**src/rtl/mem_fifo_arb_if.sv**
```systemverilog
// rtl/mem_fifo_arb_if.sv - requester, memory and status signals of the FIFO arbiter
interface mem_fifo_arb_if #(
  parameter int DATA_W = 32,
  parameter int ADDR_W = 10
);
  logic              wr_req;
  logic [DATA_W-1:0] wdata;
  logic              wr_gnt;
  logic              rd_req;
  logic              rd_gnt;
  logic [DATA_W-1:0] rdata;
  logic              rd_valid;
  logic              flush;
  logic              mem_en;
  logic              mem_we;
  logic [ADDR_W-1:0] mem_addr;
  logic [DATA_W-1:0] mem_wdata;
  logic [DATA_W-1:0] mem_rdata;
  logic [ADDR_W-1:0] waddr;
  logic [ADDR_W-1:0] raddr;
  logic [ADDR_W:0]   count;
  logic              full;
  logic              empty;
  logic              overflow_err;
  logic              underflow_err;

  modport slave (
    input  wr_req, wdata, rd_req, flush, mem_rdata,
    output wr_gnt, rd_gnt, rdata, rd_valid, mem_en, mem_we, mem_addr, mem_wdata,
           waddr, raddr, count, full, empty, overflow_err, underflow_err
  );

  modport master (
    output wr_req, wdata, rd_req, flush, mem_rdata,
    input  wr_gnt, rd_gnt, rdata, rd_valid, mem_en, mem_we, mem_addr, mem_wdata,
           waddr, raddr, count, full, empty, overflow_err, underflow_err
  );
endinterface

```
**src/rtl/mem_fifo_arb.sv**
```systemverilog
// rtl/mem_fifo_arb.sv - FIFO over a single-port buffer memory with write/read arbitration
// One memory access per cycle; conflicting requests alternate, loser of the last conflict wins next.
module mem_fifo_arb #(
  parameter int DEPTH  = 1024,
  parameter int DATA_W = 32,
  parameter int ADDR_W = 10
) (
  input  logic          clk_rcv25,
  input  logic          reset,
  mem_fifo_arb_if.slave bus
);
  localparam logic              LW_READ  = 1'b0;
  localparam logic              LW_WRITE = 1'b1;
  localparam logic [ADDR_W:0]   CNT_ONE  = (ADDR_W+1)'(1);
  localparam logic [ADDR_W:0]   CNT_FULL = (ADDR_W+1)'(DEPTH);
  localparam logic [ADDR_W-1:0] PTR_ONE  = ADDR_W'(1);

  logic [ADDR_W-1:0] waddr;
  logic [ADDR_W-1:0] raddr;
  logic [ADDR_W:0]   count;
  logic              rd_valid;
  logic              last_win;
  logic              overflow_err;
  logic              underflow_err;
  logic              full;
  logic              empty;
  logic              wr_elig;
  logic              rd_elig;
  logic              wr_gnt;
  logic              rd_gnt;
  logic [DATA_W-1:0] wdata;

  // full/empty are forced to their idle values while reset is asserted
  assign full    = !reset && (count == CNT_FULL);
  assign empty   = reset || (count == '0);
  assign wr_elig = !reset && bus.wr_req && !full && !bus.flush;
  assign rd_elig = !reset && bus.rd_req && !empty && !bus.flush;
  assign wr_gnt  = wr_elig && (!rd_elig || last_win == LW_READ);
  assign rd_gnt  = rd_elig && (!wr_elig || last_win == LW_WRITE);
  assign wdata   = bus.wdata;

  assign bus.wr_gnt        = wr_gnt;
  assign bus.rd_gnt        = rd_gnt;
  assign bus.mem_en        = wr_gnt || rd_gnt;
  assign bus.mem_we        = wr_gnt;
  assign bus.mem_addr      = wr_gnt ? waddr : raddr;
  assign bus.mem_wdata     = wdata;
  assign bus.rdata         = bus.mem_rdata;
  assign bus.rd_valid      = rd_valid;
  assign bus.waddr         = waddr;
  assign bus.raddr         = raddr;
  assign bus.count         = count;
  assign bus.full          = full;
  assign bus.empty         = empty;
  assign bus.overflow_err  = overflow_err;
  assign bus.underflow_err = underflow_err;

  always_ff @(posedge clk_rcv25) begin
    if (reset) begin
      waddr         <= '0;
      raddr         <= '0;
      count         <= '0;
      rd_valid      <= 1'b0;
      last_win      <= LW_READ;
      overflow_err  <= 1'b0;
      underflow_err <= 1'b0;
    end else begin
      rd_valid <= rd_gnt;
      if (bus.flush) begin
        waddr <= '0;
        raddr <= '0;
        count <= '0;
      end else if (wr_gnt) begin
        waddr <= waddr + PTR_ONE;
        count <= count + CNT_ONE;
      end else if (rd_gnt) begin
        raddr <= raddr + PTR_ONE;
        count <= count - CNT_ONE;
      end
      // only a genuine conflict moves the fairness pointer
      if (wr_elig && rd_elig)
        last_win <= wr_gnt ? LW_WRITE : LW_READ;
      if (bus.wr_req && full)
        overflow_err <= 1'b1;
      if (bus.rd_req && empty)
        underflow_err <= 1'b1;
    end
  end
endmodule
```
**src/flat_wrapper.sv**
```systemverilog
// flat-port wrapper written by rule: the top's interface ports become plain ports
module mem_fifo_arb_flat 
#(
  parameter int DEPTH  = 1024,
  parameter int DATA_W = 32,
  parameter int ADDR_W = 10
)
  (clk_rcv25, reset, bus_wr_req, bus_wdata, bus_rd_req, bus_flush, bus_mem_rdata, bus_wr_gnt, bus_rd_gnt, bus_rdata, bus_rd_valid, bus_mem_en, bus_mem_we, bus_mem_addr, bus_mem_wdata, bus_waddr, bus_raddr, bus_count, bus_full, bus_empty, bus_overflow_err, bus_underflow_err);
  mem_fifo_arb_if #(.DATA_W(DATA_W), .ADDR_W(ADDR_W)) bus_i ();
  input  logic clk_rcv25;
  input  logic reset;
  input wire logic [$bits(bus_i.wr_req)-1:0] bus_wr_req;
  input wire logic [$bits(bus_i.wdata)-1:0] bus_wdata;
  input wire logic [$bits(bus_i.rd_req)-1:0] bus_rd_req;
  input wire logic [$bits(bus_i.flush)-1:0] bus_flush;
  input wire logic [$bits(bus_i.mem_rdata)-1:0] bus_mem_rdata;
  output wire logic [$bits(bus_i.wr_gnt)-1:0] bus_wr_gnt;
  output wire logic [$bits(bus_i.rd_gnt)-1:0] bus_rd_gnt;
  output wire logic [$bits(bus_i.rdata)-1:0] bus_rdata;
  output wire logic [$bits(bus_i.rd_valid)-1:0] bus_rd_valid;
  output wire logic [$bits(bus_i.mem_en)-1:0] bus_mem_en;
  output wire logic [$bits(bus_i.mem_we)-1:0] bus_mem_we;
  output wire logic [$bits(bus_i.mem_addr)-1:0] bus_mem_addr;
  output wire logic [$bits(bus_i.mem_wdata)-1:0] bus_mem_wdata;
  output wire logic [$bits(bus_i.waddr)-1:0] bus_waddr;
  output wire logic [$bits(bus_i.raddr)-1:0] bus_raddr;
  output wire logic [$bits(bus_i.count)-1:0] bus_count;
  output wire logic [$bits(bus_i.full)-1:0] bus_full;
  output wire logic [$bits(bus_i.empty)-1:0] bus_empty;
  output wire logic [$bits(bus_i.overflow_err)-1:0] bus_overflow_err;
  output wire logic [$bits(bus_i.underflow_err)-1:0] bus_underflow_err;
  assign bus_i.wr_req = bus_wr_req;
  assign bus_i.wdata = bus_wdata;
  assign bus_i.rd_req = bus_rd_req;
  assign bus_i.flush = bus_flush;
  assign bus_i.mem_rdata = bus_mem_rdata;
  assign bus_wr_gnt = bus_i.wr_gnt;
  assign bus_rd_gnt = bus_i.rd_gnt;
  assign bus_rdata = bus_i.rdata;
  assign bus_rd_valid = bus_i.rd_valid;
  assign bus_mem_en = bus_i.mem_en;
  assign bus_mem_we = bus_i.mem_we;
  assign bus_mem_addr = bus_i.mem_addr;
  assign bus_mem_wdata = bus_i.mem_wdata;
  assign bus_waddr = bus_i.waddr;
  assign bus_raddr = bus_i.raddr;
  assign bus_count = bus_i.count;
  assign bus_full = bus_i.full;
  assign bus_empty = bus_i.empty;
  assign bus_overflow_err = bus_i.overflow_err;
  assign bus_underflow_err = bus_i.underflow_err;
  mem_fifo_arb #(.DEPTH(DEPTH), .DATA_W(DATA_W), .ADDR_W(ADDR_W)) u_core (.clk_rcv25(clk_rcv25), .reset(reset), .bus(bus_i));
endmodule
```
**config.mk**
```make
export PLATFORM = sky130hd
export DESIGN_NAME = mem_fifo_arb_flat
export DESIGN_NICKNAME = d
export VERILOG_FILES = /design/src/rtl/mem_fifo_arb_if.sv /design/src/rtl/mem_fifo_arb.sv /design/src/flat_wrapper.sv
export SDC_FILE = /design/constraint.sdc
export NUM_CORES = 1
export LEC_CHECK = 0
export CAP_MARGIN = 0
export CORE_MARGIN = 2
export CORE_UTILIZATION = 29
export DETAILED_ROUTE_END_ITERATION = 10
export GPL_ROUTABILITY_DRIVEN = 0
export PLACE_DENSITY = 0.76
export SYNTH_ARGS = -nofsm -noshare
export SYNTH_HDL_FRONTEND = slang
export SYNTH_SLANG_ARGS = --single-unit
```
**constraint.sdc**
```tcl
create_clock -name clk_rcv25 -period 6.24 [get_ports clk_rcv25]
set_clock_uncertainty 0.1 [all_clocks]
set_input_delay 0.936 -clock clk_rcv25 [delete_from_list [all_inputs] [get_ports clk_rcv25]]
set_output_delay 0.936 -clock clk_rcv25 [all_outputs]
set_load 0.02 [all_outputs]
```
* After elaboration in Yosys (flattened, before gate mapping)
Cells that the tools add are included.
** Operators by class
- Bitwise gates (word level) :: 2
- Add/sub/neg operators :: 4
- Eq/ne operators :: 1
- Muxes and demuxes :: 4
- Reduce and logical (&&, ||, !) cells :: 26
** Operators by type and width (number)
- $mux 11 :: 2
- $add 10x1->10 const B :: 2
- $logic_and 1x1->1 :: 12
- $add 11x1->11 const B :: 1
- $eq 11x11->1 const B :: 1
- $logic_not 11->1 :: 1
- $sub 11x1->11 const B :: 1
- $mux 10 :: 1
- $logic_not 1->1 :: 6
- $logic_or 1x1->1 :: 4
- $not 1->1 :: 2
- $reduce_and 2->1 :: 1
- $reduce_bool 2->1 :: 1
- $reduce_or 2->1 :: 1
- $mux 1 :: 1
** Storage, ports and cells
- Output and inout bits :: 114
- Word-level logic and storage cells :: 44
- Bits of input ports :: 69
- Flip-flop bits (word level) :: 35

* Depth between registers and ports, before layout
- Depth after elaboration :: 10
- Mapped depth :: 13

* Least setup slack after synthesis
No wires, ideal clock.
- Path kind :: register -> register
- Start point :: register u_core.count[0] (netlist: u_core.bus.count[0])
- End point :: register u_core.count[10] (netlist: u_core.bus.count[10])
- Setup time :: 70 ps
- Period minus slack after synthesis :: 3940 ps
- Arrival :: 3771 ps
- Cell stages (with the launch flop) :: 14
- Path slack :: 2300 ps
- Required time :: 6070 ps
- Cell sequence :: dfxtp_1 -> or4_1 -> or3_1 -> buf_2 -> a311o_1 -> buf_6 -> clkbuf_1 -> fa_1 -> a211oi_1 -> o21ai_1 -> o221ai_1 -> mux2i_1 -> nand3_1 -> o21ai_1
** Between the ends
- Longest elaborated chain between the ends :: 9
- Elaborated cells on any way between the ends :: 21
- Classes of those cells :: 2 x add/sub; 1 x eq/ne; 2 x mux; 16 x reduce/logical
** Ends and longest elaborated chain
- start, declared :: line mem_fifo_arb.sv:20 : logic [ADDR_W:0] count;
- start signal, assigned :: line mem_fifo_arb.sv:75 : count <= count + CNT_ONE;
- start signal, assigned :: line mem_fifo_arb.sv:78 : count <= count - CNT_ONE;
- branches (longest 9 deep; another with $sub 11x1->11)
Parallel ways; which one is timed is not known. The select of a mux whose other input is x is not followed.
A chain may end at the register's enable or synchronous reset.

* Worst setup path in the final report
- Start point :: input port reset
- End point :: output port bus_mem_addr[8]
** Between the ends
- Longest elaborated chain between the ends :: 8
- Elaborated cells on any way between the ends :: 15
- Classes of those cells :: 1 x mux; 14 x reduce/logical
** Ends and longest elaborated chain
- start, declared :: line flat_wrapper.sv:11 : input logic reset;
- $logic_not 1->1 or $logic_or 1x1->1 (tied branches)
- $logic_and 1x1->1 or $logic_not 1->1 (tied branches) :: line mem_fifo_arb.sv:37 : assign rd_elig = !reset && bus.rd_req && !empty && !bus.flush;
- $logic_and 1x1->1 (2 in a row) :: line mem_fifo_arb.sv:37
- $logic_not 1->1 :: line mem_fifo_arb.sv:38 : assign wr_gnt = wr_elig && (!rd_elig || last_win == LW_READ);
- $logic_or 1x1->1 :: line mem_fifo_arb.sv:38
- $logic_and 1x1->1 (*) :: line mem_fifo_arb.sv:38
- $mux 10 (*) :: line mem_fifo_arb.sv:46 : assign bus.mem_addr = wr_gnt ? waddr : raddr;
- end, declared :: line flat_wrapper.sv:23 : output wire logic [$bits(bus_i.mem_addr)-1:0] bus_mem_addr;
Every way passes the cells marked *; elsewhere a longest branch is shown, timed or not.

==> PnR_summary.wiki <==
{| class="wikitable"
! Metric !! Value
|-
| Number of sinks on the clock net || 35
|-
| HPWL reported at the end of detailed placement || roughly 4400 µm
|-
| Antenna violation net count after detailed routing || 0
|-
| Share of cells above drive strength 1 || 0.0625
|-
| Largest stage delay on the critical path || 0.66 ns
|-
| Net count after synthesis || about 400
|-
| DR DRC count || 0
|-
| Final routed wire length divided by cell count || 14.3 µm
|-
| Mean area per synthesized cell || about 8.0 µm²
|-
| Via density per instance || 5.01
|-
| Slew of the pin with the lowest slew margin || slightly above 0.9 ns
|-
| Dominant cell type by count on the critical path || clkdlybuf4s50_1
|-
| Most frequently used flop master after synthesis || dfxtp_1
|-
| Largest area contributor in the netlist || dfxtp_1
|-
| Minimum clock period after layout || approximately 5 ns
|-
| Outcome || finished, final reports clean
|-
| Number of buffers inserted by port buffering || 54
|-
| Post-Place Setup Slack || 1.17 ns
|-
| Setup Crit Path Kind || primary input to output port
|-
| Cell Count, Final, Fillers Out || 409
|-
| Number of H-tree levels || 2
|-
| Post-synth top cells || buf_4 (65), nand2_1 (37), dfxtp_1 (35)
|-
| Final number of max-transition violations || 0
|-
| Area taken by flip-flops and latches || 701 µm²
|-
| Path type of the worst min-delay path || flip-flop to flip-flop
|-
| Global-route wire length before repair || between 9000 and 10,000 µm
|-
| Library cell with the highest instance count after synthesis || buf_4
|-
| Sequential area share after synthesis || 0.280
|-
| Clock buffers created by TritonCTS || 5
|-
| Final total negative setup slack || 0 ns
|-
| Cell family contributing the most delay on the critical path || buffers and inverters
|-
| Area contributors post-synth || dfxtp_1 (28%), buf_4 (19%), nand2_1 (5.5%)
|-
| Worst-case clock buffer depth || 2
|-
| Slew margin rel. || 0.390
|-
| Post-Synthesis Cells || between 300 and 400
|-
| Post-CTS repair timing setup buffer count || 0
|-
| Signal arrival time at the worst endpoint || between 4 and 5 ns
|-
| Worst Slack Setup Final || approximately 1.1 ns
|-
| Detailed-route via count || between 2,000 and 2,500
|-
| TritonCTS clock tree || yes
|-
| Capturing element type of the critical path || output port
|-
| Maximum net fanout on the critical path || 20
|-
| Fraction of synthesis flops using an asynchronous set or reset pin || 0
|-
| Overall overflow remaining after global route || 0
|-
| CTS clock-pin slew for the worst setup and hold paths || about 0.07 ns
|-
| Number of standard-cell rows in the floorplan || 33
|-
| Maximum number of pins on one net before global-route repair || 26
|-
| Area occupied by multi-input gates || roughly 0.0012 mm²
|-
| Number of global-route vias before repair || ~1,900
|-
| Portion of the clock cycle consumed by the worst path in the final layout || 0.822
|-
| Initial antenna violation count || 0
|-
| Worst hold slack || 0.388 ns
|-
| Yosys warning count || 0
|-
| Resize count post-CTS || 0
|-
| Worst Path Required || ~5.2 ns
|-
| Achievable frequency || between 0.15 and 0.2 GHz
|-
| Ratio of total power to cell area || roughly 310 mW/mm²
|-
| Starting Density || 0.302
|-
| Post-synth cell types || 43
|-
| Root Driver || clkbuf_8
|-
| Fraction of post-synthesis cell area in the top cell type by area || 0.280
|-
| Max IR drop VDD || 0.000132 V
|-
| Hold Vio Cnt, Final || 0
|-
| Post-synth design cell area || 0.00251 mm²
|-
| Total GRT Usage || 0.126
|-
| Core Area || 0.00830 mm²
|-
| Number of cells in the design after placement || between 400 and 500
|-
| Chip width || a little under 100 µm
|-
| Sum of buffers and inverters on the critical path || 3
|-
| Starting DRT DRC Count || ~120
|-
| Critical-path cell list || clkdlybuf4s50_1 -> nor2_1 -> and2_1 -> a311o_1 -> buf_4 -> nand2_1 -> o21ai_1 -> clkdlybuf4s50_1
|-
| Setup repair after global routing missed its margin || false
|-
| Die Footprint || approximately 0.0094 mm²
|-
| Nets@finish || approximately 380
|-
| Post-route core utilization || 0.332
|-
| Synthesized flop and latch total || 35
|-
| Diodes inserted || 0
|-
| Worst-skew pair later-pin latency || 0.29 ns
|-
| First-pass iteration count of the detailed router || 4
|-
| Number of enable-type register cells in the synthesized netlist || 0
|-
| Final Setup Violations || 0
|-
| Top-Level Pins || approximately 180
|-
| Hold bufs inserted after CTS || 0
|-
| Total leakage power || between 1 and 1.5 nW
|-
| Cell at the slowest stage of the critical path || a311o_1
|-
| Routed wire length || just under 6000 µm
|-
| Layout Area Growth over Synthesis || 9.84%
|-
| Number of max-cap violations || 0
|-
| Startpoint type of the worst setup path || primary input
|-
| Final-layout fill cell count || between 800 and 900
|-
| DIE HEIGHT || 97.0 µm
|}
==> area by class of cell <==
class | count | share of cell area
Multi-Input combinational cell | 198 | 0.451
Timing Repair Buffer | 55 | 0.199
Tap cell | 105 | 0.0477
Sequential cell | 35 | 0.255
Clock buffer | 8 | 0.0364
Inverter | 8 | 0.0109
==> power breakdown <==
part           internal (mW)  total (mW)  switching, mW
registers              0.247       0.273         0.0259
logic                  0.176       0.399          0.223
clock network          0.101       0.181         0.0805
==> worst paths after layout <==
path | from | to | slack, ns | cells after the start
worst max-delay path | reset | bus_mem_addr[8] | 1.11 | 8
worst min register to register | u_core.bus.count[5] | u_core.bus.count[5] | 0.39 | 2
worst max register to register | u_core.bus.count[0] | u_core.bus.count[10] | 2.28 | 10
worst min-delay path | u_core.bus.count[5] | u_core.bus.count[5] | 0.39 | 2
==> cells by family after synthesis <==
logic type,after synthesis,synth area share
and+or+nand+nor,109,0.208
buffers and inverters,82,0.225
AOI/OAI and AO/OA,48,0.120
DFF,35,0.280
xor gates and xnor gates,21,0.0734
adders and majority gates,12,0.0629
muxes,8,0.0320
==> through the flow <==
step	total power [mW]	cell area (µm²)
global placement	0.667	2650
global route	0.913	2750
finish	0.854	2750
detailed placement	0.677	2650
CTS	0.859	2750
floorplan	0.618	2510
==> sequential cells by signal, summed over array words and instances, names as in the netlist <==
signal,cells
u_core.last_win,1
u_core.bus.overflow_err,1
u_core.bus.rd_valid,1
u_core.bus.underflow_err,1
u_core.bus.waddr,10
u_core.bus.count,11
u_core.bus.raddr,10
==> cell usage in the layout (no fill, tap or decap), types with 4 or more instances in the layout <==
| cell type | n |
|---|---|
| xor2_1 | 9 |
| nor2_1 | 29 |
| inv_2 | 4 |
| clkdlybuf4s50_1 | 54 |
| a21oi_1 | 11 |
| clkbuf_8 | 7 |
| nand3_1 | 12 |
| nand4_1 | 5 |
| xnor2_1 | 12 |
| inv_1 | 4 |
| or3_1 | 4 |
| dfxtp_1 | 35 |
| o21ai_0 | 6 |
| nand2_1 | 37 |
| a211oi_1 | 4 |
| ha_1 | 11 |
| mux2i_1 | 8 |
| o21ai_1 | 12 |
==> per-layer routing <==
metal / up-vias / GRT usage / wire (µm) / part of all wire
li1: 986 / - / - / -
met1: 973 / 0.159 / 2600 / 0.44
met2: 54 / 0.198 / 2780 / 0.47
met3: 35 / 0.0282 / 277 / 0.047
met4: 0 / 0.0693 / 199 / 0.034
met5: - / 0 / 0 / 0
==> tightest hold or removal path, delay by kind of cell, from the launching register on <==
family / cells / cell delay (ns)
compound gates: 1 / 0.05
flops: 1 / 0.33
simple gates: 1 / 0.06
Note: power is estimated with default switching activity, not from simulation.
